==> src/rtl/id_ex_stage_reg_pkg.sv <==
// id_ex_stage_reg_pkg: shared widths, ALU op encodings and EX control bundle
package id_ex_stage_reg_pkg;
  localparam int XLEN_D = 32;
  localparam int RA_W_D = 5;
  localparam int ALUOP_W_D = 4;
  localparam int CNT_W_D = 32;
  typedef enum logic [ALUOP_W_D-1:0] {
    ALU_ADD  = 4'h0,
    ALU_SUB  = 4'h1,
    ALU_SLL  = 4'h2,
    ALU_SLT  = 4'h3,
    ALU_SLTU = 4'h4,
    ALU_XOR  = 4'h5,
    ALU_SRL  = 4'h6,
    ALU_SRA  = 4'h7,
    ALU_OR   = 4'h8,
    ALU_AND  = 4'h9,
    ALU_LUI  = 4'hA
  } alu_op_e;
  typedef struct packed {
    logic reg_write;
    logic mem_read;
    logic mem_write;
    logic mem_to_reg;
    logic alu_src;
  } ctrl_t;
  localparam ctrl_t BUBBLE = '0;
endpackage

==> src/rtl/id_ex_stage_reg_hazard.sv <==
// hazard_detection_unit: flags a load in EX whose destination is read by the ID instruction
module hazard_detection_unit #(
  parameter int RA_W = 5
) (
  input  logic            valid_id,
  input  logic [RA_W-1:0] rs1_id,
  input  logic [RA_W-1:0] rs2_id,
  input  logic            use_rs1_id,
  input  logic            use_rs2_id,
  input  logic            valid_ex,
  input  logic            mem_read_ex,
  input  logic [RA_W-1:0] rd_ex,
  output logic            hazard
);
  logic w_rs1_hit, w_rs2_hit;
  assign w_rs1_hit = use_rs1_id & (rs1_id == rd_ex);
  assign w_rs2_hit = use_rs2_id & (rs2_id == rd_ex);
  assign hazard = valid_ex & mem_read_ex & (|rd_ex) & valid_id & (w_rs1_hit | w_rs2_hit);
endmodule

==> src/rtl/id_ex_stage_reg.sv <==
// id_ex_stage_reg: ID/EX pipeline register with load-use stall, bubble/flush and stall counter
module id_ex_stage_reg
  import id_ex_stage_reg_pkg::*;
#(
  parameter int XLEN = XLEN_D,
  parameter int RA_W = RA_W_D,
  parameter int ALUOP_W = ALUOP_W_D,
  parameter int CNT_W = CNT_W_D
) (
  input  logic               clk,
  input  logic               reset,
  input  logic               valid_id,
  input  logic [XLEN-1:0]    pc_id,
  input  logic [XLEN-1:0]    rs1_data_id,
  input  logic [XLEN-1:0]    rs2_data_id,
  input  logic [XLEN-1:0]    imm_id,
  input  logic [RA_W-1:0]    rs1_id,
  input  logic [RA_W-1:0]    rs2_id,
  input  logic [RA_W-1:0]    rd_id,
  input  logic               use_rs1_id,
  input  logic               use_rs2_id,
  input  logic               reg_write_id,
  input  logic               mem_read_id,
  input  logic               mem_write_id,
  input  logic               mem_to_reg_id,
  input  logic               alu_src_id,
  input  logic [ALUOP_W-1:0] alu_op_id,
  input  logic               flush_ex,
  output logic               pc_write,
  output logic               ifid_write,
  output logic               valid_ex,
  output logic [XLEN-1:0]    pc_ex,
  output logic [XLEN-1:0]    rs1_data_ex,
  output logic [XLEN-1:0]    rs2_data_ex,
  output logic [XLEN-1:0]    imm_ex,
  output logic [RA_W-1:0]    rs1_ex,
  output logic [RA_W-1:0]    rs2_ex,
  output logic [RA_W-1:0]    rd_ex,
  output logic               reg_write_ex,
  output logic               mem_read_ex,
  output logic               mem_write_ex,
  output logic               mem_to_reg_ex,
  output logic               alu_src_ex,
  output logic [ALUOP_W-1:0] alu_op_ex,
  output logic [CNT_W-1:0]   stall_count
);
  logic               w_hazard, w_stall, w_bubble;
  ctrl_t              w_ctrl_id, r_ctrl;
  logic               r_valid;
  logic [XLEN-1:0]    r_pc, r_rs1_data, r_rs2_data, r_imm;
  logic [RA_W-1:0]    r_rs1, r_rs2, r_rd;
  logic [ALUOP_W-1:0] r_alu_op;
  logic [CNT_W-1:0]   r_cnt;
  hazard_detection_unit #(.RA_W(RA_W)) u_hdu (
    .valid_id    (valid_id),
    .rs1_id      (rs1_id),
    .rs2_id      (rs2_id),
    .use_rs1_id  (use_rs1_id),
    .use_rs2_id  (use_rs2_id),
    .valid_ex    (r_valid),
    .mem_read_ex (r_ctrl.mem_read),
    .rd_ex       (r_rd),
    .hazard      (w_hazard)
  );
  // a redirect discards the ID instruction, so it must not also stall the front end
  assign w_stall = w_hazard & ~flush_ex;
  assign w_bubble = flush_ex | w_stall;
  assign pc_write = ~w_stall;
  assign ifid_write = ~w_stall;
  assign w_ctrl_id = ctrl_t'({reg_write_id, mem_read_id, mem_write_id, mem_to_reg_id, alu_src_id} & {5{valid_id}});
  always_ff @(posedge clk or posedge reset) begin
    if (reset) begin
      r_valid <= 1'b0;
      r_ctrl <= BUBBLE;
      r_pc <= '0;
      r_rs1_data <= '0;
      r_rs2_data <= '0;
      r_imm <= '0;
      r_rs1 <= '0;
      r_rs2 <= '0;
      r_rd <= '0;
      r_alu_op <= '0;
      r_cnt <= '0;
    end else begin
      r_valid <= valid_id & ~w_bubble;
      r_ctrl <= w_bubble ? BUBBLE : w_ctrl_id;
      r_rs1 <= w_bubble ? '0 : rs1_id;
      r_rs2 <= w_bubble ? '0 : rs2_id;
      r_rd <= w_bubble ? '0 : rd_id;
      r_pc <= pc_id;
      r_rs1_data <= rs1_data_id;
      r_rs2_data <= rs2_data_id;
      r_imm <= imm_id;
      r_alu_op <= alu_op_id;
      if (w_stall && !(&r_cnt)) r_cnt <= r_cnt + CNT_W'(1);
    end
  end
  assign valid_ex = r_valid;
  assign pc_ex = r_pc;
  assign rs1_data_ex = r_rs1_data;
  assign rs2_data_ex = r_rs2_data;
  assign imm_ex = r_imm;
  assign rs1_ex = r_rs1;
  assign rs2_ex = r_rs2;
  assign rd_ex = r_rd;
  assign reg_write_ex = r_ctrl.reg_write;
  assign mem_read_ex = r_ctrl.mem_read;
  assign mem_write_ex = r_ctrl.mem_write;
  assign mem_to_reg_ex = r_ctrl.mem_to_reg;
  assign alu_src_ex = r_ctrl.alu_src;
  assign alu_op_ex = r_alu_op;
  assign stall_count = r_cnt;
endmodule

==> config.mk <==
export PLATFORM = sky130hd
export DESIGN_NAME = id_ex_stage_reg
export DESIGN_NICKNAME = d
export VERILOG_FILES = /design/src/rtl/id_ex_stage_reg_pkg.sv /design/src/rtl/id_ex_stage_reg_hazard.sv /design/src/rtl/id_ex_stage_reg.sv
export SDC_FILE = /design/constraint.sdc
export NUM_CORES = 1
export LEC_CHECK = 0
export CAP_MARGIN = 0
export CORE_AREA = 2 2 134 136
export DETAILED_ROUTE_END_ITERATION = 6
export DIE_AREA = 0 0 136 138
export PLACE_DENSITY = 0.72
export RECOVER_POWER = 50
export SYNTH_ARGS = -nofsm -noshare
export SYNTH_HDL_FRONTEND = slang
export SYNTH_SLANG_ARGS = --single-unit
==> constraint.sdc <==
create_clock -name clk -period 14.15 [get_ports clk]
set_clock_uncertainty 0.05 [all_clocks]
set_input_delay 2.83 -clock clk [delete_from_list [all_inputs] [get_ports clk]]
set_output_delay 2.83 -clock clk [all_outputs]
set_load 0.05 [all_outputs]
**Word level (Yosys, flattened, before mapping)**

Index checks and enable logic that the tools add are counted.

- Output and inout port bits: 187
- Flip-flop bits (word level): 185
- Logic and storage cells: 40
- Bits of input ports: 158

- Mux-type cells: 4
- Bitwise gates (word level): 14
- Reduce and logical (&&, ||, !) cells: 4
- Eq/ne operators: 2
- Add/subtract/negate cells: 1

Operator list:

| operator | number |
|---|---|
| adder 32 x 1 -> 32 bit, second input constant | 1 |
| AND reduction 32 bit | 1 |
| 2-to-1 mux 5 bit | 4 |
| == test 5 bit | 2 |
| bitwise AND 1 bit | 8 |
| bitwise AND 5 bit | 1 |
| OR reduction 5 bit | 1 |
| inverter 1 bit | 3 |
| OR 1 bit | 2 |
| logical AND 1 bit | 1 |
| logical NOT 1 bit | 1 |

**Longest topological paths before layout**

- Depth in word-level cells: 8
- Depth in mapped cells: 8
- Depth with buffers taken out: 7

**By module**

Synthesis repeated with hierarchy kept, for this count alone.

- Cells, all modules: 359
- Area total of the unflattened synthesis: 5,763.0 µm²

By module, submodules not included:

| module | times used | cells each | area each (µm²) | seq. area each (µm²) |
|---|---|---|---|---|
| id_ex_stage_reg | 1 | 342 | 5,631.7 | 4,629.4 |
| hazard_detection_unit | 1 | 17 | 131.4 | 0.0 |

**Worst setup path before layout**

Ideal clock, no wire load.

- Path kind: input port to output port
- Start point: input port rs2_id[2]
- End point: output port pc_write
- Buffers on the path: 1
- Arrival time: 4.035 ns
- Stages: 5
- Required time: 11.270 ns
- Setup slack: 7.235 ns
- Cells stage by stage: xnor2_1 -> nand4_1 -> o22ai_2 -> nand2_1 -> buf_4

- Word-level cells in the longest chain between the ends: 6

Ends and longest elaborated chain:

| what | RTL line | text |
|---|---|---|
| start: declaration | id_ex_stage_reg.sv:18 | `input logic [RA_W-1:0] rs2_id,` |
| == test 5 bit | id_ex_stage_reg_hazard.sv:17 | `assign w_rs2_hit = use_rs2_id & (rs2_id == rd_ex);` |
| bitwise AND 1 bit | id_ex_stage_reg_hazard.sv:17 |  |
| OR 1 bit | id_ex_stage_reg_hazard.sv:18 | `assign hazard = valid_ex & mem_read_ex & (\|rd_ex) & valid_id & (w_rs1_hit \| w_rs2_hit);` |
| bitwise AND 1 bit | id_ex_stage_reg_hazard.sv:18 |  |
| bitwise AND 1 bit | id_ex_stage_reg.sv:66 | `assign w_stall = w_hazard & ~flush_ex;` |
| inverter 1 bit | n/a |  |
| end: declaration | id_ex_stage_reg.sv:29 | `output logic pc_write,` |

No other way between the ends.

**Worst setup path after layout**

- Start point: input port rs2_id[4]
- End point: output port pc_write

- Word-level cells in the longest chain between the ends: 6

Ends and longest elaborated chain:

| what | RTL line | text |
|---|---|---|
| == test 5 bit | id_ex_stage_reg_hazard.sv:17 |  |
| bitwise AND 1 bit | id_ex_stage_reg_hazard.sv:17 |  |
| OR 1 bit | id_ex_stage_reg_hazard.sv:18 |  |
| bitwise AND 1 bit | id_ex_stage_reg_hazard.sv:18 |  |
| bitwise AND 1 bit | id_ex_stage_reg.sv:66 |  |
| inverter 1 bit | id_ex_stage_reg.sv:68 | `assign pc_write = ~w_stall;` |

No other way between the ends.

==> summary.txt <==
Routing
  – Post-DR wirelength/cell: about 18 µm
  – Antenna-violating nets left: 0
  – Post-DR vias/cell: 4.30
  – # DRC: 0
  – DR iter-0 viols: 114
  – First-pass iteration count of the detailed router: 4
  – Via count: 4081
  – Total wire length: roughly 17 mm

Yosys
  – Number of synthesized flops with an enable pin: 0
  – Synth top area share: 0.814
  – Mapped Cells: roughly 350
  – Async S/R FF share, synth: 1.00
  – Net Count, Synth: about 500
  – Synth area leader: dfrtp_1
  – Post-synthesis area per instance: 16.5 µm²
  – Register bit total from synthesis: around 190
  – Post-synthesis sequential area ratio: 0.814
  – Top FF cell, synth: dfrtp_1
  – Mapped cell area: 5690 µm²
  – Most common cell in the synthesized netlist: dfrtp_1
  – Top post-synthesis cells by area: dfrtp_1, xor2_1, xnor2_1
  – Number of synthesis warnings: 0
  – Unique masters post-synth: 29
  – Most frequent cells after synthesis: dfrtp_1, nor2_1, xor2_1

Global route
  – Pin count of the biggest net entering global routing: between 90 and 100
  – Vias in the first global route: roughly 4400
  – Global router's overall resource usage: 0.181
  – Initial antenna violation count: 3
  – Grt ovf: 0
  – First-pass GRT wire length: 25.4 mm

STA
  – Crit path time final: 8.04 ns
  – Worst Max-Slew Pin Slew: 4.00 ns
  – Max-Slew Margin vs Limit: -1.68
  – Final setup viols: 0
  – Endpoints failing hold: 0
  – Slew Viols, Final: 94
  – Setup_tns: 0 ns
  – RSZ-0062 raised after global routing: no
  – Fmax: 0.124 GHz
  – Fin crit share: 0.568

Die
  – CORE AREA: ~18000 µm²
  – Row cnt: 49
  – Die Wd: around 140 µm
  – Full die area: between 15000 and 20000 µm²
  – IO Pins: ~350
  – Die H: about 140 µm
  – Starting density of the core: 0.324

Clock network
  – Post-CTS Resized: 0
  – Postcts setup bufs: 0
  – Root buffer cell: clkbuf_16
  – Total CTS buffers: 17
  – Clk sinks: ~190
  – Clock buffer depth: 2
  – H-tree depth: 4
  – Cts hold-fix bufs: 0
  – Worst-path clk slew: 0.07 ns
  – TritonCTS clock tree: done
  – Clk_lat worst skew: ~0.42 ns

Worst setup path
  – Setup CP Type: in -> out
  – R2R Setup Slk: roughly 12 ns
  – Worst-path maximum fanout: 8
  – CP startpoint kind: input port
  – Reg2Reg Depth: 6
  – Origin of the critical flop-to-flop path: rd_ex[0]
  – Critical R2R Capture: stall_count[26]
  – Worst Setup End Kind: primary output
  – Critical Path AT: approximately 5.2 ns
  – Worst EP required: 11.27 ns

Min path
  – Worst Hold Depth: 1
  – Hold wc startpoint: stall_count[17]
  – Hold EP: stall_count[17]
  – Worst Hold Class: reg -> reg

Power and ir drop
  – Leak: approximately 4.3 nW
  – Worst vdd ir: between 0.00007 and 0.00008 V
  – Power Density: approximately 120 nW/µm²
  – PnR Total Power: between 1 and 1.5 mW

Job
  – # Max-Cap Violations: 1

Finish
  – Core Util, Final: 0.568
  – Layout area overhead: 75.1%
  – Fraction of layout instances using a drive strength above 1: 0.0600
  – Design Area, Final: 9960 µm²
  – Final #Nets: around 860

Place
  – Dpl cell area: about 9400 µm²
  – DP HPWL: between 10 and 15 mm
  – # port buffers: about 340
  – GPL Wtd Cong: about 0.9

Run status
  – Failing checks: capacitance limit, slew limit
  – Status: finished with violations
## per-stage QoR
stage | worst slack (ns) | hold WS (ns) | instances
3_5_place_dp | 6.42 | 0.439 | 914
5_1_grt | 6.00 | 0.480 | 948
6_report | 6.11 | 0.456 | 948
4_1_cts | 6.40 | 0.457 | 946
3_3_place_gp | 6.41 | 0.435 | 914
2_1_floorplan | 6.24 | 0.745 | 345
## registers in the layout, indices dropped and copies added (netlist names)
signal / flops
alu_op_ex: 4
alu_src_ex: 1
imm_ex: 32
mem_read_ex: 1
mem_to_reg_ex: 1
mem_write_ex: 1
pc_ex: 32
rd_ex: 5
reg_write_ex: 1
rs1_data_ex: 32
rs1_ex: 5
rs2_data_ex: 32
rs2_ex: 5
stall_count: 32
valid_ex: 1
## cell families after synthesis
kind of cell / after synthesis / synth area share
buffers and inverters: 12 / 0.0114
AO/OA/AOI/OAI: 2 / 0.00484
multiplexers: 1 / 0.00198
AND/OR/NAND/NOR: 103 / 0.103
adder cells (fa/ha/maj): 1 / 0.00220
XOR/XNOR: 41 / 0.0631
flip-flops: 185 / 0.814
## where the power goes
part | internal, mW | switching (mW)
Clock | 0.237 | 0.214
Combinational | 0.0677 | 0.112
Sequential | 0.550 | 0.00665
## worst max-delay path, stage by stage
cell	delay, ns
dlygate4sd3_1	0.58
xnor2_1	0.17
nand4_1	0.10
o22ai_1	0.58
nand2_1	0.15
clkdlybuf4s50_1	0.74
## layout by cell type, fill, tap and decap left out, types with 3 or more instances in the layout
cell type | synthesis | final
dfrtp_1 | 185 | 185
dlygate4sd3_1 | 0 | 184
clkdlybuf4s50_1 | 0 | 160
nor2_1 | 24 | 24
xor2_1 | 23 | 23
nand3_1 | 19 | 19
xnor2_1 | 18 | 18
clkbuf_16 | 0 | 17
and2_1 | 16 | 16
nand2_1 | 10 | 10
nand4_1 | 8 | 8
nor3_1 | 7 | 7
clkinv_4 | 0 | 6
and3_1 | 5 | 5
inv_1 | 6 | 5
nor4_1 | 5 | 5
inv_8 | 0 | 3
## per-layer routing
layer,vias up,track usage,share of wire
met5,-,0,0.00078
met4,2,0.0713,0.025
met3,35,0.0722,0.093
met2,198,0.309,0.52
met1,1998,0.201,0.36
li1,1848,-,-
## worst max path at each step
stage | startpoint | endpoint | slack (ns) | depth (start not counted)
floorplan | reset | alu_op_ex[0] | 6.24 | 1
global placement | rs2_id[4] | pc_write | 6.41 | 6
detailed placement | rs2_id[0] | pc_write | 6.42 | 6
CTS | rs2_id[0] | pc_write | 6.40 | 6
global route | rs2_id[4] | pc_write | 6.00 | 6
finish | rs2_id[4] | pc_write | 6.11 | 6
## layout make-up
type	count	area (µm²)
Clock inverter	14	135
Antenna cell	2	5.00
Multi-Input combinational cell	148	987
Inverter	7	27.5
Clock buffer	18	439
Sequential cell	185	4630
Timing Repair Buffer	345	3450
Tap cell	229	287
Fill cell	1415	7570
Power figures use the tool's default switching activity.
